--- config.mk ---
export PLATFORM = sky130hd
export DESIGN_NAME = hex_display_ctrl
export DESIGN_NICKNAME = d
export VERILOG_FILES = /design/src/rtl/hex_display_ctrl.sv
export SDC_FILE = /design/constraint.sdc
export NUM_CORES = 1
export LEC_CHECK = 0
export BUFFER_PORTS_ARGS = -buffer_cell sky130_fd_sc_hd__buf_4
export CORE_ASPECT_RATIO = 1.25
export CORE_MARGIN = 1.5
export CORE_UTILIZATION = 30
export DETAILED_ROUTE_END_ITERATION = 16
export GPL_TIMING_DRIVEN = 0
export PLACE_DENSITY_LB_ADDON = 0.12
export SLEW_MARGIN = 10
export SYNTH_ARGS = -nofsm -noshare
export SYNTH_HDL_FRONTEND = slang
export SYNTH_SLANG_ARGS = --single-unit
--- constraint.sdc ---
create_clock -name clock -period 2.8 [get_ports clock]
set_input_delay 0.14 -clock clock [delete_from_list [all_inputs] [get_ports clock]]
set_output_delay 0.14 -clock clock [all_outputs]
set_load 0.1 [all_outputs]
--- src/rtl/hex_display_ctrl.sv ---
// Multi-digit hex seven-segment controller: serial digit conversion
// through one shared decoder, atomic commit, per-digit blink.
//
// Ports:
//   clock    - sole clock, rising edge
//   reset    - synchronous, active-high
//   value    - DIGITS hex nibbles, digit 0 least significant
//   load     - capture request, honoured only while busy is low
//   lz_sup   - leading-zero suppression, captured with value
//   blink_en - per-digit blink mask, sampled every cycle
//   busy     - conversion in progress
//   seg      - registered active-low segments, 7 bits per digit (a..g)
module hex_display_ctrl #(
    parameter int DIGITS    = 4,
    parameter int BLINK_DIV = 25000000
) (
    input  logic                  clock,
    input  logic                  reset,
    input  logic [4*DIGITS-1:0]   value,
    input  logic                  load,
    input  logic                  lz_sup,
    input  logic [DIGITS-1:0]     blink_en,
    output logic                  busy,
    output logic [7*DIGITS-1:0]   seg
);

    localparam int IW = (DIGITS > 1) ? $clog2(DIGITS) : 1;
    localparam int CW = (BLINK_DIV > 1) ? $clog2(BLINK_DIV) : 1;

    localparam logic [IW-1:0] IDX_TOP = IW'(DIGITS - 1);
    localparam logic [CW-1:0] CNT_TOP = CW'(BLINK_DIV - 1);
    localparam logic [6:0]    BLANK   = 7'h7F;

    typedef enum logic {
        S_IDLE,
        S_CONV
    } state_e;

    state_e state_q, state_d;

    logic [4*DIGITS-1:0] val_q, val_d;
    logic                lz_q, lz_d;
    logic [IW-1:0]       idx_q, idx_d;
    logic                zrun_q, zrun_d;
    logic [7*DIGITS-1:0] shadow_q, shadow_d;
    logic [7*DIGITS-1:0] commit_q, commit_d;
    logic [7*DIGITS-1:0] seg_q, seg_d;
    logic [CW-1:0]       cnt_q, cnt_d;
    logic                phase_q, phase_d;

    logic                accept;
    logic                last;
    logic [3:0]          nib;
    logic [6:0]          pat;

    function automatic logic [6:0] hex7(input logic [3:0] n);
        logic [6:0] p;
        case (n)
            4'h0: p = 7'h40;
            4'h1: p = 7'h79;
            4'h2: p = 7'h24;
            4'h3: p = 7'h30;
            4'h4: p = 7'h19;
            4'h5: p = 7'h12;
            4'h6: p = 7'h02;
            4'h7: p = 7'h78;
            4'h8: p = 7'h00;
            4'h9: p = 7'h10;
            4'hA: p = 7'h08;
            4'hB: p = 7'h03;
            4'hC: p = 7'h46;
            4'hD: p = 7'h21;
            4'hE: p = 7'h06;
            default: p = 7'h0E;
        endcase
        return p;
    endfunction

    // FSM: state register
    always_ff @(posedge clock) begin
        if (reset) begin
            state_q <= S_IDLE;
        end else begin
            state_q <= state_d;
        end
    end

    // FSM: next state
    always_comb begin
        state_d = state_q;
        case (state_q)
            S_IDLE: if (load) state_d = S_CONV;
            S_CONV: if (idx_q == '0) state_d = S_IDLE;
            default: state_d = S_IDLE;
        endcase
    end

    // FSM: outputs
    always_comb begin
        busy   = (state_q == S_CONV);
        accept = (state_q == S_IDLE) && load;
        last   = (state_q == S_CONV) && (idx_q == '0);
    end

    // Shared decoder; digit 0 is exempt from suppression so that
    // an all-zero value still shows a single "0".
    always_comb begin
        nib = val_q[idx_q*4 +: 4];
        if (lz_q && zrun_q && (nib == 4'h0) && (idx_q != '0)) begin
            pat = BLANK;
        end else begin
            pat = hex7(nib);
        end
    end

    // Conversion datapath
    always_comb begin
        val_d    = val_q;
        lz_d     = lz_q;
        idx_d    = idx_q;
        zrun_d   = zrun_q;
        shadow_d = shadow_q;
        commit_d = commit_q;
        if (accept) begin
            val_d  = value;
            lz_d   = lz_sup;
            idx_d  = IDX_TOP;
            zrun_d = 1'b1;
        end
        if (busy) begin
            shadow_d[idx_q*7 +: 7] = pat;
            if (nib != 4'h0) zrun_d = 1'b0;
            if (idx_q != '0) begin
                idx_d = idx_q - IW'(1);
            end else begin
                idx_d = IDX_TOP;
            end
        end
        // Commit includes the digit decoded this cycle.
        if (last) commit_d = shadow_d;
    end

    // Blink timebase; phase_q high means digits are shown.
    always_comb begin
        if (cnt_q == CNT_TOP) begin
            cnt_d   = '0;
            phase_d = ~phase_q;
        end else begin
            cnt_d   = cnt_q + CW'(1);
            phase_d = phase_q;
        end
    end

    always_comb begin
        seg_d = commit_q;
        for (int i = 0; i < DIGITS; i++) begin
            if (blink_en[i] && !phase_q) seg_d[i*7 +: 7] = BLANK;
        end
    end

    always_ff @(posedge clock) begin
        if (reset) begin
            val_q    <= '0;
            lz_q     <= 1'b0;
            idx_q    <= IDX_TOP;
            zrun_q   <= 1'b1;
            shadow_q <= '1;
            commit_q <= '1;
            seg_q    <= '1;
            cnt_q    <= '0;
            phase_q  <= 1'b1;
        end else begin
            val_q    <= val_d;
            lz_q     <= lz_d;
            idx_q    <= idx_d;
            zrun_q   <= zrun_d;
            shadow_q <= shadow_d;
            commit_q <= commit_d;
            seg_q    <= seg_d;
            cnt_q    <= cnt_d;
            phase_q  <= phase_d;
        end
    end

    assign seg = seg_q;

endmodule

==> run metrics <==
status finished clean; routability cong. 0.759; ys async rst share 0; number of H-tree levels 4; number of enable flip-flop cells after synthesis 0; largest net degree at the start of global routing 17; DRT Pass-1 Iters 5; Buf/Inv on CP 1; post-DP HPWL 8640 um; DRT Wirelength 12100 um; syn nets 564; element type at the critical path start register; sequential share of power 0.423; clock skew 0.00682 ns; I/O pins 53; Cell Int Power 3.55 mW; crit path launch idx_q[0]$_SDFFE_PP1P_; setup ws final 0.138 ns; initial drt markers 221; Hold EP idx_q[0]$_SDFFE_PP1P_; Final Hold Fails 0; pwr/cell area 690 mW/mm^2; Synthesis Warnings 0; Worst EP required 3.10 ns; PortBufs 51; Max Cap Viol 0; Distinct cells, synth 49; crit share post-route 0.951; worst stage delay on the critical path 0.60 ns; core occupancy in the finished layout 0.394; Die Height 149 um; n_diodes 0; CP max FO 10; Clk pwr share 0.503; reg2reg start idx_q[0]$_SDFFE_PP1P_; CTS clock-pin slew for the worst setup and hold paths 0.06 ns; Cell Rows 53; Wirelength per Cell 14.3 um; CTS tree done; ANT nets after route 0; Mapped Cells 528; maximum clock path buffer count 2; Comb power frac 0.074; worst hold stages 3; Tightest Hold Check Type in2reg; Sw Share 0.222; max-slew violation count 0; Final setup viols 0; post-synthesis sequential area ratio 0.510; RSZ-0062 raised after global routing no; Core Region 0.0168 sq mm; Crit Path Class reg2reg; crit-path leading delay family multiplexers; leakage power 2.49 nW; initial antenna violation count 0; Max rail drop VDD 0.000364 V; global-route usage over all layers 0.144; clk sinks 131; DIE WIDTH 120 um; Worst R2R Setup Slack 0.14 ns; slew margin rel. 0.519; CTS root buf clkbuf_16; CP Data Arrival Time 2.96 ns; clk_lat worst skew 0.42 ns; CP dominant cell by count mux4_2; Post-Syn Area 0.00515 sq mm; DIE AREA 0.0180 sq mm; P&R area growth vs syn 28.4%; drt via density 4.66; Setup crit end kind register; Post-synth top flop dfxtp_1; total number of vias 3953; initial core utilization 0.307; Reg-to-Reg End shadow_q[17]$_SDFF_PP1_; fin nets 652; worst slew pin tran 0.722 ns; r2r worst-path depth 6; CP max-delay cell mux4_2; first-pass GRT wire length 19800 um; NetSw 1.01 mW; TritonCTS buffer count 17; Hold Startpoint load; number of synthesized register bits 131; Setup WS pre-CTS -0.191 ns; Critical Path, Cell by Cell buf_6 > mux4_2 > ha_1 > nand2b_1 > mux4_2 > a221o_1; grt total ovfl 0; minimum clock period 2.66 ns; residual DRC count 0; Post-Syn Area per Cell 9.75 sq um; worst hold margin 0.0142 ns; number of global-route vias before repair 3903; f_max 376 MHz; share of post-route cells with drive strength above 1 0.167
cells in the final DEF (no fill, tap or decap), types with 3 or more instances in the layout:
master,n
dfxtp_1,131
nand2_1,63
buf_4,52
nor2_1,44
nand2b_1,32
a21oi_1,28
clkbuf_1,27
a221o_1,23
a211o_1,20
clkbuf_16,17
dlygate4sd3_1,17
xnor2_1,16
nor3b_1,16
inv_1,12
nor3_1,12
ha_1,12
nand3_1,9
xor2_1,8
nand4_1,7
mux4_2,6
and3_1,6
and4_1,5
buf_2,5
and2_1,4
clkinv_2,4
bufinv_16,4
o211ai_1,3
or3_1,3
o21bai_1,3
synthesized netlist by cell type (7+ instances only):
cell type  count  area, sq um
nor3b_1       16          120
nand2b_1      32          200
ha_1          12          150
a221o_1       23          230
xnor2_1       16          140
nand3_1        9         45.0
nor3_1        12         60.1
xor2_1         8         70.1
inv_1         13         48.8
nor2_1        44          165
a211o_1       20          175
a21oi_1       30          150
dfxtp_1      131         2620
clkbuf_1      25         93.8
nand2_1       63          236
nand4_1        7         43.8
sequential cells by signal (all words and copies together) (netlist names):
signal	count
commit_q	28
seg	28
shadow_q	28
cnt_q	25
val_q	16
idx_q	2
busy	1
lz_q	1
phase_q	1
zrun_q	1
cell type report:
class | count | area (sq um)
clock buffer | 21 | 450
buffer | 33 | 140
tap | 220 | 275
timing repair buffer | 69 | 561
multi-input combinational | 351 | 2350
fill | 1691 | 10200
sequential | 131 | 2620
clock inverter | 10 | 158
inverter | 13 | 48.8
metal layers:
metal / vias to the layer above / routed length, um / track usage
met5: - / 0 / 0
met4: 0 / 165 / 0.0560
li1: 2032 / - / -
met2: 66 / 6010 / 0.245
met1: 1843 / 5570 / 0.172
met3: 12 / 374 / 0.0377
through the flow:
step	TNS (ns)	cell area [sq um]	total power [mW]	std cells
floorplan	0	5150	2.17	528
global placement	-0.702	5800	2.28	799
detailed placement	-0.965	5800	2.29	799
CTS	0	6580	4.62	847
global route	0	6610	4.74	848
finish	0	6610	4.56	848
tightest hold or removal path: cells and delay by family:
| family | cells | cell delay, ns |
|---|---|---|
| buf+inv | 1 | 0.11 |
| simple gates | 1 | 0.04 |
| compound gates | 1 | 0.10 |
cells by family (layout without fill, tap and decap cells):
logic type | after synthesis | in the layout | share of synthesized area
and+or+nand+nor | 212 | 212 | 0.208
DFF | 131 | 131 | 0.510
AOI/OAI and AO/OA | 95 | 95 | 0.144
buffers and inverters | 46 | 146 | 0.0365
xor gates and xnor gates | 24 | 24 | 0.0408
adders and majority gates | 12 | 12 | 0.0292
muxes | 8 | 8 | 0.0314
timing repair:
item                                    4_1_cts  5_1_grt
hold buffers                                 17        0
endpoints found under the setup margin       13       15
pin swaps                                     0        1
buffers inserted                              0        1
gates resized for setup                       2        5
endpoints found under the hold margin        17        0
power by group through the flow:
| stage | Clock (mW) | Sequential [mW] | Combinational (mW) |
|---|---|---|---|
| 6_report | 2.29 | 1.93 | 0.339 |
| 5_1_grt | 2.44 | 1.93 | 0.373 |
| 4_1_cts | 2.36 | 1.93 | 0.336 |
| 3_5_place_dp | 0 | 1.97 | 0.316 |
| 3_3_place_gp | 0 | 1.97 | 0.315 |
| 2_1_floorplan | 0 | 1.97 | 0.203 |
worst max path at each step:
stage | to | slack (ns) | depth (start not counted)
after CTS | shadow_q[15]$_SDFF_PP1_ | 0.03 | 9
after floorplan | shadow_q[14]$_SDFF_PP1_ | 0.42 | 8
final | shadow_q[17]$_SDFF_PP1_ | 0.14 | 6
after global routing | commit_q[2]$_SDFFE_PP1P_ | 0.03 | 9
after global placement | shadow_q[15]$_SDFF_PP1_ | -0.18 | 9
after detailed placement | shadow_q[22]$_SDFF_PP1_ | -0.19 | 9
(Power assumes the default switching activity.)
